$ cat config.mk
export PLATFORM = sky130hd
export DESIGN_NAME = up_heartbeat_merger
export DESIGN_NICKNAME = d
export VERILOG_FILES = /design/src/rtl/UpstreamPkg.sv /design/src/rtl/up_out_reg.sv /design/src/rtl/up_heartbeat_merger.sv
export SDC_FILE = /design/constraint.sdc
export NUM_CORES = 1
export LEC_CHECK = 0
export CAP_MARGIN = 10
export CORE_MARGIN = 2
export CORE_UTILIZATION = 44
export DETAILED_ROUTE_END_ITERATION = 16
export MAX_ROUTING_LAYER = met4
export PLACE_DENSITY = 0.77
export SLEW_MARGIN = 20
export SYNTH_ARGS = -nofsm -noshare
export SYNTH_HDL_FRONTEND = slang
export SYNTH_SLANG_ARGS = --single-unit
$ cat constraint.sdc
create_clock -name clk -period 1.56 [get_ports clk]
set_input_delay 0.156 -clock clk [delete_from_list [all_inputs] [get_ports clk]]
set_output_delay 0.156 -clock clk [all_outputs]
set_load 0.005 [all_outputs]
$ cat src/rtl/UpstreamPkg.sv
// Shared definitions for the upstream merge stages: word codes, grant source, FSM states.
package UpstreamPkg;

   localparam int unsigned CodeW = 8;

   // Code field prepended to every upstream word
   localparam logic [CodeW-1:0] HB_LO_CODE = 8'hA1;
   localparam logic [CodeW-1:0] HB_HI_CODE = 8'hA2;
   localparam logic [CodeW-1:0] BD_CODE    = 8'hB0;

   typedef enum logic {
      GrantBd,
      GrantHb
   } grant_e;

   typedef enum logic {
      StIdle,
      StHbHi
   } state_e;

endpackage

$ cat src/rtl/up_out_reg.sv
// Registered single-entry valid/data output slot shared by the upstream merge stages.
// The slot is free when empty or when its word is being consumed this cycle.
module up_out_reg #(
   parameter int unsigned Width = 32
) (
   input  logic             clk,
   input  logic             reset,
   input  logic             load,
   input  logic [Width-1:0] load_d,
   input  logic             out_a,
   output logic             out_v,
   output logic [Width-1:0] out_d,
   output logic             slot_free
);

   assign slot_free = !out_v || out_a;

   // Load a new word, or drop valid once the held word is accepted; data held otherwise
   always_ff @(posedge clk or negedge reset) begin
      if (!reset) begin
         out_v <= 1'b0;
         out_d <= '0;
      end else if (load) begin
         out_v <= 1'b1;
         out_d <= load_d;
      end else if (out_a) begin
         out_v <= 1'b0;
      end
   end

endmodule

$ cat src/rtl/up_heartbeat_merger.sv
// Round-robin merge of two-word heartbeat packets with the BD upstream word stream.
// Optional macro UP_HB_COALESCE_EN: newest pending heartbeat overwrites an older one.
module up_heartbeat_merger
   import UpstreamPkg::*;
#(
   parameter int unsigned Ntime = 48,
   parameter int unsigned Npay  = 24,
   parameter int unsigned Ncode = 8
) (
   input  logic                   clk,
   input  logic                   reset,
   input  logic                   hb_v,
   input  logic [Ntime-1:0]       hb_d,
   output logic                   hb_a,
   input  logic                   bd_v,
   input  logic [Npay-1:0]        bd_d,
   output logic                   bd_a,
   output logic                   out_v,
   output logic [Ncode+Npay-1:0]  out_d,
   input  logic                   out_a
);

   state_e                  state_q, state_d;
   grant_e                  last_q, last_d;
   logic                    hb_full_q;
   logic [Ntime-1:0]        hb_val_q;
   logic                    slot_free;
   logic                    load;
   logic [Ncode+Npay-1:0]   load_d;
   logic                    hb_grant;
   logic                    hb_clear;

   up_out_reg #(
      .Width (Ncode + Npay)
   ) u_out_reg (
      .clk       (clk),
      .reset     (reset),
      .load      (load),
      .load_d    (load_d),
      .out_a     (out_a),
      .out_v     (out_v),
      .out_d     (out_d),
      .slot_free (slot_free)
   );

   // Arbitration and packet sequencing; LO and HI halves are always loaded back to back
   always_comb begin
      state_d  = state_q;
      last_d   = last_q;
      load     = 1'b0;
      load_d   = '0;
      bd_a     = 1'b0;
      hb_grant = 1'b0;
      hb_clear = 1'b0;
      unique case (state_q)
         StIdle: begin
            if (slot_free) begin
               if (hb_full_q && (last_q == GrantBd || !bd_v)) begin
                  hb_grant = 1'b1;
                  load     = 1'b1;
                  load_d   = {Ncode'(HB_LO_CODE), hb_val_q[Npay-1:0]};
                  last_d   = GrantHb;
                  state_d  = StHbHi;
               end else if (bd_v) begin
                  bd_a   = 1'b1;
                  load   = 1'b1;
                  load_d = {Ncode'(BD_CODE), bd_d};
                  last_d = GrantBd;
               end
            end
         end
         StHbHi: begin
            if (slot_free) begin
               load     = 1'b1;
               load_d   = {Ncode'(HB_HI_CODE), hb_val_q[Ntime-1:Npay]};
               hb_clear = 1'b1;
               state_d  = StIdle;
            end
         end
      endcase
   end

`ifdef UP_HB_COALESCE_EN
   // Accept freely, except while a packet is being built from hb_val: the grant cycle
   // and the HI-pending state both still read it.
   assign hb_a = (state_q == StIdle) && !hb_grant;
`else
   assign hb_a = !hb_full_q;
`endif

   // FSM state and round-robin pointer; BD counts as last so heartbeat wins first contention
   always_ff @(posedge clk or negedge reset) begin
      if (!reset) begin
         state_q <= StIdle;
         last_q  <= GrantBd;
      end else begin
         state_q <= state_d;
         last_q  <= last_d;
      end
   end

   // One-entry heartbeat holding register
   always_ff @(posedge clk or negedge reset) begin
      if (!reset) begin
         hb_full_q <= 1'b0;
         hb_val_q  <= '0;
      end else if (hb_v && hb_a) begin
         hb_full_q <= 1'b1;
         hb_val_q  <= hb_d;
      end else if (hb_clear) begin
         hb_full_q <= 1'b0;
      end
   end

endmodule

==> impl_metrics.tcl, run 1 <==
set metrics [dict create \
    clock-skew-final_ns 0.00990 \
    fillCellCount 708 \
    yosysUniqueCellTypes 30 \
    synth.area.top_cells "dfrtp_1 (50%), mux2_2 (13%), o211a_1 (6.2%)" \
    multiInputGateArea_sq_mm 0.00186 \
    slew_viol_final 0 \
    synth-seq-cells 80 \
    finalCritPeriodShare_pct 99.1 \
    reg2reg_to "u_out_reg.out_d[1]" \
    fin_nets 529 \
    cts_buffer_depth 2 \
    startpoint_type "flop" \
    final_util_pct 63.6 \
    synth_top_cell_by_area "dfrtp_1" \
    drv_cap 0 \
    r2r_slack_ns 0.01 \
    grt_pass1_vias 3444 \
    diodes 0 \
    r2r_cells 4 \
    cts_max_level 3 \
    min_path_type "primary input to async pin" \
    viasPerCell 5.88 \
    end_kind "flop" \
    dr.first_iter.drc_count 207 \
    post_drt_wl_per_cell_um 19.3 \
    place_congestion 0.784 \
    overflow 0 \
    yosysSeqAreaShare_pct 49.8 \
    period_needed_ns 1.55 \
    insertion_delay_ns 0.36 \
    power_density_mw_per_mm2 1740 \
    cts-root-buf "clkbuf_8" \
    synthDominantCellAreaShare_pct 49.8 \
    wl_mm 10.9 \
    netlist_instances 342 \
    synth.avg_cell_area_sq_um 11.8 \
    rsz0062_at_grt "true" \
    vdd_drop_max_uv 786 \
    path_class "flop to flop" \
    cts_sinks 80 \
    io_buffer_count 108 \
    initial_core_util_pct 45.7 \
    row_count 34 \
    coreArea_sq_mm 0.00881 \
    stdcell_area_sq_mm 0.00560 \
    power_leakage_nw 2.25 \
    syn_area_sq_mm 0.00402 \
    status "finished, final reports clean" \
    antenna_found_initial 0 \
    placed_cell_area_sq_mm 0.00523 \
    cts_buffers 9 \
    cp_max_fo 13 \
    track_usage_pct 22.9 \
    tns_ns 0 \
    drc 0 \
    vias 3325 \
    yosys_warnings 0 \
    dieArea_sq_mm 0.00993 \
    register_area_sq_mm 0.00200 \
    die_y_um 99.6 \
    grt_pass1_wl_mm 17.3 \
    crit_required_ns 1.85 \
    area_delta_synth_final_pct 39.2 \
    critPathArrivalTime_ns 1.83 \
    hold_viol 0 \
    first_pass_iters 4 \
    instances_no_fill 565 \
    clk_pin_slew_ns 0.09 \
    io_pins 112 \
    post-place-cells 542 \
    cts_tree "done" \
    die_w_um 99.6 \
    max_freq_mhz 647 \
    ant_nets 0 \
    finalSetupViolCount 0 \
    grt_max_degree 40 \
    drive_above_1_share_pct 23.9 \
    dp_hpwl_mm 7.10 \
    r2r-start "state_q" \
]
-- worst max-delay path: stages (launching register included) --
cell and delay [ns]:
dfrtp_1 0.43, buf_6 0.16, or4b_2 0.67, o211a_1 0.15, o21ai_1 0.08
-- cells by family (layout without fill, tap and decap cells) --
kind of cell | count (synthesis) | after routing | synth area share, %
simple gates | 88 | 89 | 15.0
compound gates | 84 | 84 | 16.2
flops | 80 | 80 | 49.8
mux | 48 | 48 | 13.4
buf+inv | 41 | 153 | 5.50
other cells | 1 | 3 | 0.0932
-- repair_timing --
| action | CTS | global route |
|---|---|---|
| gates cloned | 1 | 1 |
| hold buffers | 1 | 0 |
| setup buffers | 3 | 1 |
| pin swaps | 1 | 2 |
| endpoints found under the setup margin | 3 | 26 |
| hold endpoints to repair | 22 | 0 |
| resized for setup | 8 | 12 |
-- metal layers --
layer  part of all wire, %  vias up  GRT usage [%]  wire [um]
met5                     0        -              -          0
met4                   2.4        0           10.0        264
met3                   5.4       23           3.94        589
met2                    51      134           37.8       5550
met1                    41     1657           27.8       4470
li1                      -     1511              -          -
-- worst max-delay path by stage --
stage	slack, ns	from	cells after the start	to
2_1_floorplan	0.06	hb_full_q	4	hb_val_q[10]
3_3_place_gp	-0.16	out_a	4	bd_a
3_5_place_dp	-0.15	out_a	5	u_out_reg.out_d[0]
4_1_cts	0.006	state_q	4	u_out_reg.out_d[0]
5_1_grt	-0.08	state_q	4	u_out_reg.out_d[1]
6_report	0.01	state_q	4	u_out_reg.out_d[1]
-- cell type report --
type                    count  area share (%)
well taps                 108            2.41
multi-input cells         224            33.2
flip-flops and latches     80            35.7
inverters                   2           0.134
clock inverters             6            1.65
repair buffers            135            24.4
clock buffers              10            2.46
-- power by group --
part           switching (mW)  total (mW)  internal (mW)
Combinational            1.84        4.25           2.42
Clock                   0.794        1.74          0.950
Sequential              0.649        3.74           3.09
Total                    3.28        9.73           6.45
-- placed cells by master, fill, tap and decap left out, types with 7 or more instances in the layout --
cell / instances
a32oi_1: 21
nand3b_1: 24
dfrtp_1: 80
or4b_1: 18
clkdlybuf4s50_1: 103
mux2_2: 48
nand2_1: 26
o211a_1: 25
clkbuf_8: 10
o21ai_0: 7
o21ai_1: 21
buf_4: 18
-- stage by stage --
stage                     total power [mW]  hold WS [ns]  worst slack [ns]
after floorplan                       6.02        -0.140            0.0622
after global placement                7.63        0.0789            -0.161
after detailed placement              7.78        0.0857            -0.153
after CTS                             9.61         0.222           0.00641
after global routing                  10.4         0.270           -0.0762
final                                 9.73         0.237            0.0139
-- state kept, by name, indices dropped and copies added, names as in the netlist --
| signal | cells |
|---|---|
| last_q | 1 |
| hb_val_q | 48 |
| u_out_reg.out_v | 1 |
| state_q | 1 |
| u_out_reg.out_d | 28 |
| hb_full_q | 1 |
-- synthesized netlist by cell type --
cell,number
a21boi_2,1
a21oi_1,1
a31oi_1,2
a32oi_1,24
buf_2,11
buf_4,6
buf_6,4
clkbuf_1,17
clkbuf_2,1
conb_1,1
dfrtp_1,80
inv_1,2
mux2_2,48
nand2_1,26
nand2b_1,3
nand3_1,2
nand3b_1,24
nor2_1,4
nor2b_1,1
nor2b_4,1
nor3_1,2
o211a_1,25
o21ai_0,9
o21ai_1,19
o21ai_2,1
o21bai_1,1
o31ai_1,1
or3_4,1
or4b_1,18
or4b_2,6
Power figures use the tool's default switching activity.
==> run 2: changes to the inputs <==
Settings changed: MAX_ROUTING_LAYER met4 to not set.
==> run 2 against run 1 <==
Effect of this change: global-route usage is 0.71 points lower; non-clock buffer count is the same; power rose by 0.78%; combinational power grew 2%; final cell count rose by 0.18%; register-to-register slack improved by 0.02 ns; sequential share of layout area shrank 0.17 points; fmax is 1.2% higher; setup slack better by 0.019 ns; flip-flop and latch count stayed put; clock skew rose by 0.00067 ns; routed wire length grew 1.2%; critical path type unchanged; highest routed layer unchanged.
==> impl_metrics.tcl, run 2 (same netlist as run 1, synthesis figures left out) <==
set metrics [dict create \
    die_y_um 99.6 \
    first_pass_iters 6 \
    critPathArrivalTime_ns 1.81 \
    viasPerCell 5.90 \
    row_count 34 \
    drv_cap 0 \
    finalCritPeriodShare_pct 97.9 \
    initial_core_util_pct 45.7 \
    setup_ws_ns 0.0325 \
    min_path_type "primary input to async pin" \
    startpoint_type "flop" \
    cts_tree "done" \
    dr.first_iter.drc_count 203 \
    place_congestion 0.773 \
    io_pins 112 \
    dp_hpwl_mm 7.10 \
    final_common_cell "clkdlybuf4s50_1" \
    diodes 0 \
    period_needed_ns 1.53 \
    drive_above_1_share_pct 24.0 \
    vias 3337 \
    power_leakage_nw 2.26 \
    max_freq_mhz 655 \
    reg2reg_to "u_out_reg.out_d[7]" \
    wl_mm 11.0 \
    max_flop_register "hb_val_q" \
    end_kind "flop" \
    power_density_mw_per_mm2 1740 \
    slew_viol_final 0 \
    crit_required_ns 1.84 \
    r2r_cells 5 \
    vdd_drop_max_uv 788 \
    fin_nets 530 \
    cts_buffers 9 \
    comb_power_share_pct 44.1 \
    die_w_um 99.6 \
    grt_pass1_wl_mm 17.3 \
    p_int_mw 6.49 \
    p_sw_share_pct 33.9 \
    io_buffer_count 108 \
    area_delta_synth_final_pct 39.8 \
    finalSetupViolCount 0 \
    rsz0062_at_grt "true" \
    mostFrequentLayoutCells "clkdlybuf4s50_1 (103), dfrtp_1 (80), mux2_2 (48)" \
    coreArea_sq_mm 0.00881 \
    r2r-start "state_q" \
    largest_reg_flops 48 \
    clock-skew-final_ns 0.0106 \
    max_stage_delay_ns 0.53 \
    cts_buffer_depth 2 \
    placed_cell_area_sq_mm 0.00523 \
    antenna_found_initial 0 \
    post_drt_wl_per_cell_um 19.5 \
    overflow 0 \
    fillCellCount 699 \
    cpMaxStageDelayCell "or4b_1" \
    stdcell_area_sq_mm 0.00563 \
    track_usage_pct 22.2 \
    clk_pin_slew_ns 0.09 \
    dieArea_sq_mm 0.00993 \
    p_sw_mw 3.32 \
    ant_nets 0 \
    critical_path.cell_chain "buf_6 > buf_4 > or4b_1 > o211a_1 > o21ai_1" \
    p_clk_share_pct 17.8 \
    cts_max_level 3 \
    r2r_slack_ns 0.03 \
    cts-root-buf "clkbuf_8" \
    reg_top3 "hb_val_q x48, u_out_reg.out_d x28" \
    cp_max_fo 13 \
    hold_viol 0 \
    seq_power_share_pct 38.1 \
    drc 0 \
    insertion_delay_ns 0.35 \
    grt_pass1_vias 3440 \
    path_class "flop to flop" \
    status "finished, final reports clean" \
    grt_max_degree 40 \
    post-place-ws_ns -0.153 \
    cts_sinks 80 \
]
==> run 2: layout make-up <==
type | count | area [sq um] | area share (%)
clock buffers | 10 | 138 | 2.45
clock inverters | 6 | 92.6 | 1.65
inverters | 2 | 7.51 | 0.133
multi-input cells | 225 | 1880 | 33.5
flip-flops and latches | 80 | 2000 | 35.6
well taps | 108 | 135 | 2.40
repair buffers | 135 | 1370 | 24.3
==> run 2: metal layers <==
layer / track usage [%] / vias to the layer above / part of all wire (%)
met1: 27.5 / 1667 / 41
met5: 0 / - / 0
met2: 37.7 / 123 / 50
li1: - / 1523 / -
met4: 10.0 / 0 / 2.3
met3: 4.36 / 24 / 5.7
==> run 2: critical path: cells and delay by family (launching register included) <==
family | cells | cell delay (ns)
DFF | 1 | 0.42
buffers and inverters | 2 | 0.32
AOI/OAI and AO/OA | 2 | 0.19
and+or+nand+nor | 1 | 0.53
==> run 2: worst max path at each step <==
stage               startpoint                  to  slack [ns]  cells past startpoint
finish                 state_q  u_out_reg.out_d[7]        0.03                      5
global route           state_q  u_out_reg.out_d[8]       -0.05                      5
CTS                    state_q  u_out_reg.out_d[0]       0.006                      4
detailed placement       out_a  u_out_reg.out_d[0]       -0.15                      5
global placement         out_a                bd_a       -0.16                      4
floorplan            hb_full_q        hb_val_q[10]        0.06                      4
==> run 2: power by group through the flow <==
stage	clock [mW]	combinational, mW	sequential (mW)
2_1_floorplan	0	2.42	3.60
3_3_place_gp	0	3.93	3.69
3_5_place_dp	0	4.03	3.75
4_1_cts	1.76	4.14	3.72
5_1_grt	1.85	4.69	3.87
6_report	1.75	4.32	3.74
==> run 2: what timing repair did <==
action                     4_1_cts  5_1_grt
hold endpoints to repair        22        0
hold buffers                     1        0
pin swaps                        1        2
setup endpoints to repair        3       26
setup buffers                    3        1
resized for setup                8       15
cloned                           1        2
==> run 2: metrics by stage <==
step           hold slack, ns  std cells  util [%]  power (mW)  TNS (ns)
3_3_place_gp           0.0789        542      59.4        7.63     -2.79
6_report                0.239        566      63.9        9.81         0
4_1_cts                 0.222        563      63.0        9.61         0
3_5_place_dp           0.0857        542      59.4        7.78     -3.17
5_1_grt                 0.268        566      63.9        10.4    -0.102
2_1_floorplan          -0.140        344         -        6.02         0
